--- src/rtl/i2c_seq_pkg.sv ---
// rtl/i2c_seq_pkg.sv - shared types for the I2C command sequencer
package i2c_seq_pkg;

    typedef struct packed {
        logic       op;
        logic [6:0] addr;
        logic [7:0] wdata;
    } i2c_cmd_t;

    typedef struct packed {
        logic       op;
        logic [7:0] rdata;
        logic       ack_err;
        logic       timeout;
    } i2c_rsp_t;

    typedef enum logic [1:0] {
        IDLE,
        ISSUE,
        WAIT,
        RESP
    } seq_state_t;

    localparam int CMD_W = $bits(i2c_cmd_t);
    localparam int RSP_W = $bits(i2c_rsp_t);

endpackage

--- src/rtl/i2c_cmd_sequencer_if.sv ---
// rtl/i2c_cmd_sequencer_if.sv - host command/response and I2C master handshake bundle
interface i2c_cmd_sequencer_if;

    logic       cmd_valid;
    logic       cmd_ready;
    logic       cmd_op;
    logic [6:0] cmd_addr;
    logic [7:0] cmd_wdata;

    logic       rsp_valid;
    logic       rsp_ready;
    logic       rsp_op;
    logic [7:0] rsp_rdata;
    logic       rsp_ack_err;
    logic       rsp_timeout;

    logic       i2c_newd;
    logic       i2c_op;
    logic [6:0] i2c_addr;
    logic [7:0] i2c_din;
    logic [7:0] i2c_dout;
    logic       i2c_busy;
    logic       i2c_ack_err;
    logic       i2c_done;

    modport slave (
        input  cmd_valid, cmd_op, cmd_addr, cmd_wdata, rsp_ready,
        input  i2c_dout, i2c_busy, i2c_ack_err, i2c_done,
        output cmd_ready, rsp_valid, rsp_op, rsp_rdata, rsp_ack_err, rsp_timeout,
        output i2c_newd, i2c_op, i2c_addr, i2c_din
    );

    modport master (
        output cmd_valid, cmd_op, cmd_addr, cmd_wdata, rsp_ready,
        output i2c_dout, i2c_busy, i2c_ack_err, i2c_done,
        input  cmd_ready, rsp_valid, rsp_op, rsp_rdata, rsp_ack_err, rsp_timeout,
        input  i2c_newd, i2c_op, i2c_addr, i2c_din
    );

endinterface

--- src/rtl/i2c_seq_fifo.sv ---
// rtl/i2c_seq_fifo.sv - first-word-fall-through FIFO used for command and response queues
module i2c_seq_fifo #(
    parameter int WIDTH = 16,
    parameter int DEPTH = 4
) (
    input  logic                       clk,
    input  logic                       rst,
    input  logic                       wr_valid,
    input  logic [WIDTH-1:0]           wr_data,
    input  logic                       rd_ready,
    output logic [WIDTH-1:0]           rd_data,
    output logic                       full,
    output logic                       empty,
    output logic [$clog2(DEPTH):0]     count
);

    localparam int AW = $clog2(DEPTH);
    localparam int CW = AW + 1;

    logic [WIDTH-1:0] mem [DEPTH];
    logic [AW-1:0]    wr_ptr;
    logic [AW-1:0]    rd_ptr;
    logic             do_wr;
    logic             do_rd;

    assign full  = (count == CW'(DEPTH));
    assign empty = (count == '0);
    assign do_wr = wr_valid && !full;
    assign do_rd = rd_ready && !empty;

    // Head is forced to zero when empty so consumers never see stale entries.
    assign rd_data = empty ? '0 : mem[rd_ptr];

    always_ff @(posedge clk) begin
        if (do_wr) begin
            mem[wr_ptr] <= wr_data;
        end
    end

    always_ff @(posedge clk or negedge rst) begin
        if (!rst) begin
            wr_ptr <= '0;
            rd_ptr <= '0;
            count  <= '0;
        end else begin
            if (do_wr) begin
                wr_ptr <= wr_ptr + AW'(1);
            end
            if (do_rd) begin
                rd_ptr <= rd_ptr + AW'(1);
            end
            case ({do_wr, do_rd})
                2'b10:   count <= count + CW'(1);
                2'b01:   count <= count - CW'(1);
                default: count <= count;
            endcase
        end
    end

endmodule

--- src/rtl/i2c_cmd_sequencer.sv ---
// rtl/i2c_cmd_sequencer.sv - queues host I2C requests, issues them one at a time, returns results
module i2c_cmd_sequencer
    import i2c_seq_pkg::*;
#(
    parameter int CMD_DEPTH = 4,
    parameter int RSP_DEPTH = 4,
    parameter int TIMEOUT   = 4096
) (
    input  logic                 clk,
    input  logic                 rst,
    i2c_cmd_sequencer_if.slave   bus,
    output logic                 idle
);

    localparam int CNT_W = $clog2(TIMEOUT);

    seq_state_t                 state;
    i2c_cmd_t                   cmd_in;
    i2c_cmd_t                   cmd_head;
    logic                       cmd_full;
    logic                       cmd_empty;
    logic [$clog2(CMD_DEPTH):0] cmd_count;
    logic                       cmd_pop;

    i2c_rsp_t                   rsp_q;
    i2c_rsp_t                   rsp_head;
    logic                       rsp_full;
    logic                       rsp_empty;
    logic [$clog2(RSP_DEPTH):0] rsp_count;
    logic                       rsp_push;

    logic                       newd_q;
    logic                       op_q;
    logic [6:0]                 addr_q;
    logic [7:0]                 din_q;
    logic                       sticky_err;
    logic [CNT_W-1:0]           wait_cnt;
    logic                       start;

    assign cmd_in = '{op: bus.cmd_op, addr: bus.cmd_addr, wdata: bus.cmd_wdata};

    i2c_seq_fifo #(.WIDTH(CMD_W), .DEPTH(CMD_DEPTH)) u_cmd_fifo (
        .clk      (clk),
        .rst      (rst),
        .wr_valid (bus.cmd_valid),
        .wr_data  (cmd_in),
        .rd_ready (cmd_pop),
        .rd_data  (cmd_head),
        .full     (cmd_full),
        .empty    (cmd_empty),
        .count    (cmd_count)
    );

    i2c_seq_fifo #(.WIDTH(RSP_W), .DEPTH(RSP_DEPTH)) u_rsp_fifo (
        .clk      (clk),
        .rst      (rst),
        .wr_valid (rsp_push),
        .wr_data  (rsp_q),
        .rd_ready (bus.rsp_ready),
        .rd_data  (rsp_head),
        .full     (rsp_full),
        .empty    (rsp_empty),
        .count    (rsp_count)
    );

    // Reserving a response slot before issuing means RESP can always push.
    assign start    = !cmd_empty && !bus.i2c_busy && (rsp_count < ($clog2(RSP_DEPTH)+1)'(RSP_DEPTH));
    assign cmd_pop  = (state == IDLE) && start;
    assign rsp_push = (state == RESP);

    assign bus.cmd_ready   = !cmd_full;
    assign bus.rsp_valid   = !rsp_empty;
    assign bus.rsp_op      = rsp_head.op;
    assign bus.rsp_rdata   = rsp_head.rdata;
    assign bus.rsp_ack_err = rsp_head.ack_err;
    assign bus.rsp_timeout = rsp_head.timeout;
    assign bus.i2c_newd    = newd_q;
    assign bus.i2c_op      = op_q;
    assign bus.i2c_addr    = addr_q;
    assign bus.i2c_din     = din_q;
    assign idle            = (state == IDLE) && (cmd_count == '0);

    always_ff @(posedge clk or negedge rst) begin
        if (!rst) begin
            state      <= IDLE;
            newd_q     <= 1'b0;
            op_q       <= 1'b0;
            addr_q     <= '0;
            din_q      <= '0;
            sticky_err <= 1'b0;
            wait_cnt   <= '0;
            rsp_q      <= '0;
        end else begin
            newd_q <= 1'b0;
            case (state)
                IDLE: begin
                    if (start) begin
                        op_q       <= cmd_head.op;
                        addr_q     <= cmd_head.addr;
                        din_q      <= cmd_head.wdata;
                        sticky_err <= 1'b0;
                        newd_q     <= 1'b1;
                        state      <= ISSUE;
                    end
                end
                ISSUE: begin
                    wait_cnt <= '0;
                    state    <= WAIT;
                end
                WAIT: begin
                    sticky_err <= sticky_err | bus.i2c_ack_err;
                    wait_cnt   <= wait_cnt + CNT_W'(1);
                    // A completion arriving on the last allowed cycle still wins.
                    if (bus.i2c_done) begin
                        rsp_q <= '{op:      op_q,
                                   rdata:   op_q ? bus.i2c_dout : 8'h00,
                                   ack_err: sticky_err | bus.i2c_ack_err,
                                   timeout: 1'b0};
                        state <= RESP;
                    end else if (wait_cnt == CNT_W'(TIMEOUT - 1)) begin
                        rsp_q <= '{op:      op_q,
                                   rdata:   8'h00,
                                   ack_err: sticky_err,
                                   timeout: 1'b1};
                        state <= RESP;
                    end
                end
                RESP: begin
                    state <= IDLE;
                end
                default: state <= IDLE;
            endcase
        end
    end

    rsp_no_overflow: assert property (@(posedge clk) disable iff (!rst) rsp_push |-> !rsp_full);

endmodule

--- src/flat_wrapper.sv ---
// flat-port wrapper written by rule: the top's interface ports become plain ports
module i2c_cmd_sequencer_flat import i2c_seq_pkg::*;
#(
    parameter int CMD_DEPTH = 4,
    parameter int RSP_DEPTH = 4,
    parameter int TIMEOUT   = 4096
)
  (clk, rst, idle, bus_cmd_valid, bus_cmd_op, bus_cmd_addr, bus_cmd_wdata, bus_rsp_ready, bus_i2c_dout, bus_i2c_busy, bus_i2c_ack_err, bus_i2c_done, bus_cmd_ready, bus_rsp_valid, bus_rsp_op, bus_rsp_rdata, bus_rsp_ack_err, bus_rsp_timeout, bus_i2c_newd, bus_i2c_op, bus_i2c_addr, bus_i2c_din);
  i2c_cmd_sequencer_if bus_i ();
  input  logic clk;
  input  logic rst;
  output logic idle;
  input wire logic [$bits(bus_i.cmd_valid)-1:0] bus_cmd_valid;
  input wire logic [$bits(bus_i.cmd_op)-1:0] bus_cmd_op;
  input wire logic [$bits(bus_i.cmd_addr)-1:0] bus_cmd_addr;
  input wire logic [$bits(bus_i.cmd_wdata)-1:0] bus_cmd_wdata;
  input wire logic [$bits(bus_i.rsp_ready)-1:0] bus_rsp_ready;
  input wire logic [$bits(bus_i.i2c_dout)-1:0] bus_i2c_dout;
  input wire logic [$bits(bus_i.i2c_busy)-1:0] bus_i2c_busy;
  input wire logic [$bits(bus_i.i2c_ack_err)-1:0] bus_i2c_ack_err;
  input wire logic [$bits(bus_i.i2c_done)-1:0] bus_i2c_done;
  output wire logic [$bits(bus_i.cmd_ready)-1:0] bus_cmd_ready;
  output wire logic [$bits(bus_i.rsp_valid)-1:0] bus_rsp_valid;
  output wire logic [$bits(bus_i.rsp_op)-1:0] bus_rsp_op;
  output wire logic [$bits(bus_i.rsp_rdata)-1:0] bus_rsp_rdata;
  output wire logic [$bits(bus_i.rsp_ack_err)-1:0] bus_rsp_ack_err;
  output wire logic [$bits(bus_i.rsp_timeout)-1:0] bus_rsp_timeout;
  output wire logic [$bits(bus_i.i2c_newd)-1:0] bus_i2c_newd;
  output wire logic [$bits(bus_i.i2c_op)-1:0] bus_i2c_op;
  output wire logic [$bits(bus_i.i2c_addr)-1:0] bus_i2c_addr;
  output wire logic [$bits(bus_i.i2c_din)-1:0] bus_i2c_din;
  assign bus_i.cmd_valid = bus_cmd_valid;
  assign bus_i.cmd_op = bus_cmd_op;
  assign bus_i.cmd_addr = bus_cmd_addr;
  assign bus_i.cmd_wdata = bus_cmd_wdata;
  assign bus_i.rsp_ready = bus_rsp_ready;
  assign bus_i.i2c_dout = bus_i2c_dout;
  assign bus_i.i2c_busy = bus_i2c_busy;
  assign bus_i.i2c_ack_err = bus_i2c_ack_err;
  assign bus_i.i2c_done = bus_i2c_done;
  assign bus_cmd_ready = bus_i.cmd_ready;
  assign bus_rsp_valid = bus_i.rsp_valid;
  assign bus_rsp_op = bus_i.rsp_op;
  assign bus_rsp_rdata = bus_i.rsp_rdata;
  assign bus_rsp_ack_err = bus_i.rsp_ack_err;
  assign bus_rsp_timeout = bus_i.rsp_timeout;
  assign bus_i2c_newd = bus_i.i2c_newd;
  assign bus_i2c_op = bus_i.i2c_op;
  assign bus_i2c_addr = bus_i.i2c_addr;
  assign bus_i2c_din = bus_i.i2c_din;
  i2c_cmd_sequencer #(.CMD_DEPTH(CMD_DEPTH), .RSP_DEPTH(RSP_DEPTH), .TIMEOUT(TIMEOUT)) u_core (.clk(clk), .rst(rst), .bus(bus_i), .idle(idle));
endmodule
--- config.mk ---
export PLATFORM = sky130hd
export DESIGN_NAME = i2c_cmd_sequencer_flat
export DESIGN_NICKNAME = d
export VERILOG_FILES = /design/src/rtl/i2c_seq_pkg.sv /design/src/rtl/i2c_cmd_sequencer_if.sv /design/src/rtl/i2c_seq_fifo.sv /design/src/rtl/i2c_cmd_sequencer.sv /design/src/flat_wrapper.sv
export SDC_FILE = /design/constraint.sdc
export NUM_CORES = 1
export LEC_CHECK = 0
export BUFFER_PORTS_ARGS = -buffer_cell sky130_fd_sc_hd__buf_2
export CAP_MARGIN = 20
export CORE_MARGIN = 2
export CORE_UTILIZATION = 35
export DETAILED_ROUTE_END_ITERATION = 10
export GPL_TIMING_DRIVEN = 1
export PLACE_DENSITY = 0.59
export SLEW_MARGIN = 10
export SYNTH_ARGS = -nofsm -noshare
export SYNTH_HDL_FRONTEND = slang
export SYNTH_SLANG_ARGS = --single-unit
--- constraint.sdc ---
create_clock -name clk -period 5.7 [get_ports clk]
set_clock_uncertainty 0.05 [all_clocks]
set_input_delay 0.57 -clock clk [delete_from_list [all_inputs] [get_ports clk]]
set_output_delay 0.57 -clock clk [all_outputs]
set_load 0.1 [all_outputs]
# After elaboration in Yosys (flattened, before gate mapping)
# Memories as Yosys holds them, arrays and structs flattened. A register that Yosys moved wholly into a read port is not among the register bits.
# Index checks and enable logic that the tools add are counted.
totals:
  ff_bits: 41
  mem_bits_rw: 108
  in_bits: 31
  word_cells: 84
  memories: 2
op_classes:
  addsub: 9
  n_lt_le_gt_ge: 1
  eq_ne: 12
  muxes: 19
  bitwise_logic: 1
  n_reduce_logical: 26
memory_table:
  columns: ["name", "words", "width", "read_ports", "rd_clocked_by_memory_dff", "wr", "line_no", "rtl"]
  rows:
  - ["u_core.u_cmd_fifo.mem", 4, 16, 1, 1, 1, "i2c_seq_fifo.sv:20", "logic [WIDTH-1:0] mem [DEPTH];"]
  - ["u_core.u_rsp_fifo.mem", 4, 11, 1, 0, 1, "i2c_seq_fifo.sv:20", null]
ops:
  columns: ["op", "n"]
  rows:
  - ["$mux W11", 3]
  - ["$pmux W12 S2", 1]
  - ["$add A12 B1 Y12 const B", 1]
  - ["$eq A12 B12 Y1 const B", 1]
  - ["$pmux W3 S2", 2]
  - ["$reduce_bool A2 Y1", 5]
  - ["$add A2 B1 Y2 const B", 4]
  - ["$eq A2 B2 Y1 const B", 4]
  - ["$logic_and A1 B1 Y1", 8]
  - ["$mux W8", 1]
  - ["$pmux W2 S4", 1]
  - ["$reduce_and A2 Y1", 4]
  - ["$mux W1", 7]
  - ["$add A3 B1 Y3 const B", 2]
  - ["$eq A2 B1 Y1 const B", 3]
  - ["$eq A3 B3 Y1 const B", 2]
  - ["$logic_not A1 Y1", 6]
  - ["$logic_not A3 Y1", 2]
  - ["$mux W2", 3]
  - ["$sub A3 B1 Y3 const B", 2]
  - ["$lt A3 B3 Y1 const B", 1]
  - ["$ne A3 B2 Y1 const B", 1]
  - ["$logic_not A2 Y1", 1]
  - ["$ne A2 B1 Y1 const B", 1]
  - ["2 further kinds", 2]

# Depth between registers and ports, before layout
logic_depth:
  ltp_word: 8
  ltp_mapped: 11

# By module
# A second synthesis with hierarchy kept.
hier_totals:
  hier_cells: 398
  hier_area_um2: 7010.5
by_module_without_submodules:
  columns: ["mod", "instances", "cells_per_inst", "area_each_um2"]
  rows:
  - ["i2c_seq_fifo (u_core.u_cmd_fifo)", 1, 139, 2955.3]
  - ["i2c_seq_fifo (u_core.u_rsp_fifo)", 1, 107, 2160.8]
  - ["i2c_cmd_sequencer", 1, 152, 1894.3]

# Least setup slack after synthesis
# Ideal clock, no wire load.
synth_timing:
  path_type: "register -> output"
  from: "register u_core.u_rsp_fifo.count[2]"
  to: "output port bus_rsp_ack_err"
  t_arrival_ps: 2352
  required_time_ps: 5080
  setup_slack_ps: 2728
  path_stages_with_launch: 4
  cell_sequence: "dfrtp_1 -> or3_1 -> clkbuf_1 -> and2_1"
synth_between:
  elab_chain_cells: 2
synth_rtl:
  columns: ["element", "line_no", "rtl"]
  rows:
  - ["start, declared", "i2c_seq_fifo.sv:14", "output logic [$clog2(DEPTH):0] count"]
  - ["start signal, assigned", "i2c_seq_fifo.sv:53", "2'b10: count <= count + CW'(1);"]
  - ["start signal, assigned", "i2c_seq_fifo.sv:54", "2'b01: count <= count - CW'(1);"]
  - ["start signal, assigned", "i2c_seq_fifo.sv:55", "default: count <= count;"]
  - ["$logic_not A3 Y1", "i2c_seq_fifo.sv:27", "assign empty = (count == '0);"]
  - ["$mux W11", "i2c_seq_fifo.sv:32", "assign rd_data = empty ? '0 : mem[rd_ptr];"]
  - ["end, declared", "flat_wrapper.sv:26", "output wire logic [$bits(bus_i.rsp_ack_err)-1:0] bus_rsp_ack_err;"]
# Every way passes these cells.

# Worst setup path in the final report
layout_timing:
  from: "register u_core.u_rsp_fifo.rd_ptr[0]"
  to: "output port bus_rsp_rdata[7]"
layout_between:
  elab_chain_cells: 2
layout_rtl:
  columns: ["element", "line_no", "rtl"]
  rows:
  - ["start, declared", "i2c_seq_fifo.sv:22", "logic [AW-1:0] rd_ptr;"]
  - ["start signal, assigned", "i2c_seq_fifo.sv:50", "rd_ptr <= rd_ptr + AW'(1);"]
  - ["$mem_v2 Z4 W11", null, null]
  - ["$mux W11", "i2c_seq_fifo.sv:32", null]
  - ["end, declared", "flat_wrapper.sv:25", "output wire logic [$bits(bus_i.rsp_rdata)-1:0] bus_rsp_rdata;"]
# Every way passes these cells.

==> results.json <==
{
  "status": "finished clean",
  "grt_overflow": 0,
  "reg2reg_to": "u_core.u_cmd_fifo.count[2]$_DFFE_PN0P_",
  "totalWireLength_um": 12420,
  "area_growth_pct": 16.68,
  "die_h_um": 143.5,
  "clockBufferDepth": 2,
  "core_area_mm2": 0.01927,
  "cts_tree": "done",
  "cts_sinks": 165,
  "critPathKind": "register to output pin",
  "rsz0062_at_grt": "false",
  "initial_core_util_pct": 35.34,
  "crit_start": "u_core.u_rsp_fifo.rd_ptr[0]$_DFFE_PN0P_",
  "fin_util_pct": 41.23,
  "cts_setup_buffers": 0,
  "yosysTopAreaCell": "edfxtp_1",
  "antenna_cells": 0,
  "die_area_mm2": 0.02059,
  "ys_ff_latch": 165,
  "ys_warn_count": 0,
  "track_usage_pct": 13.09,
  "tns_ns": 0,
  "most-common-layout-cells": "108 x edfxtp_1, 61 x buf_2, 57 x dfrtp_1",
  "max_freq_mhz": 341.8,
  "finalHoldViolCount": 0,
  "portBuffers": 61,
  "rows": 51,
  "place_congestion": 0.7309,
  "hold_path.class": "input pin to async pin",
  "htree_levels": 4,
  "synth_edf_count": 108,
  "min_period_over_period_pct": 51.33,
  "dr.pass1.iters": 4,
  "final_max_slew_viol_count": 0,
  "yosys_most_used_dff": "edfxtp_1",
  "relSlewSlack_pct": 29.11,
  "ys_seq_area_share_pct": 68.57,
  "synth.distinct_cells": 48,
  "worst_setup_path_end_kind": "output pin",
  "grt_max_degree": 58,
  "io_pins": 62,
  "syn_inst": 386,
  "worstPathArrival_ns": 2.31,
  "drtIter0Drc": 227,
  "rrSetupSlack_ns": 3.37,
  "crit_fanout": 13,
  "worstPathRequired_ns": 5.08,
  "vias": 3457,
  "drc_errors": 0,
  "dp_hpwl_um": 7745,
  "ant_nets": 0,
  "viasPerCell": 4.723,
  "synth.area.top_cells": "edfxtp_1 48%, dfrtp_1 21%, mux4_1 5.4%, mux4_2 4.3%, ha_1 2.8%",
  "fill_cells": 1767,
  "die_x_um": 143.5,
  "grt_pass1_wl_um": 19860,
  "rr_startpoint": "u_core.u_rsp_fifo.count[2]$_DFFE_PN0P_",
  "cts_made_buffers": 17,
  "hold_buffers": 0,
  "final_common_cell": "edfxtp_1",
  "period_needed_ns": 2.926,
  "clock_latency_ns": 0.42,
  "r2r_cells": 9,
  "post_synth.cell_area_avg_um2": 17.64,
  "max-cap-violations": 0,
  "synthArstFlopShare_pct": 34.55,
  "yosysTopAreaCellShare_pct": 47.62,
  "worstMarginPinSlew_ns": 1.063,
  "grt_antenna_before_repair": 1,
  "cts_root_buffer": "clkbuf_16",
  "cp-start-kind": "register",
  "syn_area_mm2": 0.006810,
  "setup_viol": 0,
  "hold_ws_ns": 0.2529,
  "routedWlPerCell_um": 16.97,
  "final_nets": 502,
  "first_global_vias": 3630,
  "cts.clk_slew.worst_paths_ns": 0.07,
  "syn_nets": 434,
  "cts_resized": 0,
  "drive_gt1_share_pct": 28.48
}
## stage by stage
stage / std cells / setup WS [ns] / area (um^2)
floorplan: 386 / 2.728 / 6810
global placement: 700 / 3.148 / 7352
detailed placement: 700 / 3.098 / 7352
CTS: 732 / 2.684 / 7946
global route: 732 / 2.610 / 7946
finish: 732 / 2.774 / 7946
## cell usage after synthesis, types with 3 or more instances
| cell type | instances |
|---|---|
| mux4_2 | 13 |
| mux2_4 | 9 |
| buf_6 | 4 |
| a21oi_1 | 5 |
| xor2_1 | 6 |
| nor2_1 | 12 |
| ha_1 | 15 |
| or3_1 | 3 |
| xnor2_1 | 9 |
| nor3_1 | 3 |
| edfxtp_1 | 108 |
| mux2_2 | 10 |
| o21ai_0 | 11 |
| inv_1 | 21 |
| mux2i_1 | 4 |
| and2_1 | 17 |
| and3_1 | 6 |
| nand3_1 | 5 |
| dfrtp_1 | 57 |
| a22o_1 | 9 |
| mux4_1 | 14 |
| nand2_1 | 10 |
| clkbuf_1 | 3 |
| nand4_1 | 4 |
## critical path: stages, from the launching register on
cell and delay (ns):
dfrtp_1 0.84, mux4_2 0.59, and2_1 0.17, buf_2 0.29
## layer usage
layer / up-vias / GRT usage [%] / share of wire (%)
li1: 1607 / - / -
met1: 1751 / 15.65 / 44
met2: 85 / 21.90 / 50
met3: 12 / 5.098 / 5.4
met4: 2 / 4.025 / 0.98
met5: - / 0 / 0.10
## how the worst max path moves through the flow
stage	slack (ns)	cells past startpoint	endpoint
floorplan	2.73	3	bus_rsp_ack_err
global placement	3.15	10	u_core.u_cmd_fifo.count[2]$_DFFE_PN0P_
detailed placement	3.10	10	u_core.u_cmd_fifo.count[2]$_DFFE_PN0P_
CTS	2.68	3	bus_rsp_rdata[7]
global route	2.61	3	bus_rsp_rdata[3]
finish	2.77	3	bus_rsp_rdata[7]
## cell type report
cell class              count  area, um^2  share of cell area, %
inverters                  22       85.08                  1.071
clock inverters            10       130.1                  1.638
well taps                 265       331.6                  4.173
multi-input cells         186        1953                  24.58
flip-flops and latches    165        4669                  58.76
clock buffers              22       464.2                  5.842
repair buffers             62       312.8                  3.936
## cells by family after synthesis
kind of cell               Yosys count  share of synthesized area, %
buffers and inverters               35                         2.756
adders and majority gates           17                         3.344
xor gates and xnor gates            15                         1.929
AOI/OAI and AO/OA                   36                         3.729
and+or+nand+nor                     68                         5.751
DFF                                165                         68.57
muxes                               50                         13.93
## registers in the layout (all words and copies together) (netlist names), 3 cells and up
name / count
u_core.bus.i2c_addr: 7
u_core.u_rsp_fifo.count: 3
u_core.u_rsp_fifo.mem: 44
u_core.u_cmd_fifo.mem: 64
u_core.bus.i2c_din: 8
u_core.wait_cnt: 12
u_core.u_cmd_fifo.count: 3
u_core.rsp_q: 11
Power is left out: the tool's default activity adds up to more than one toggle a clock period on the data nets, which glitch-free logic cannot reach.
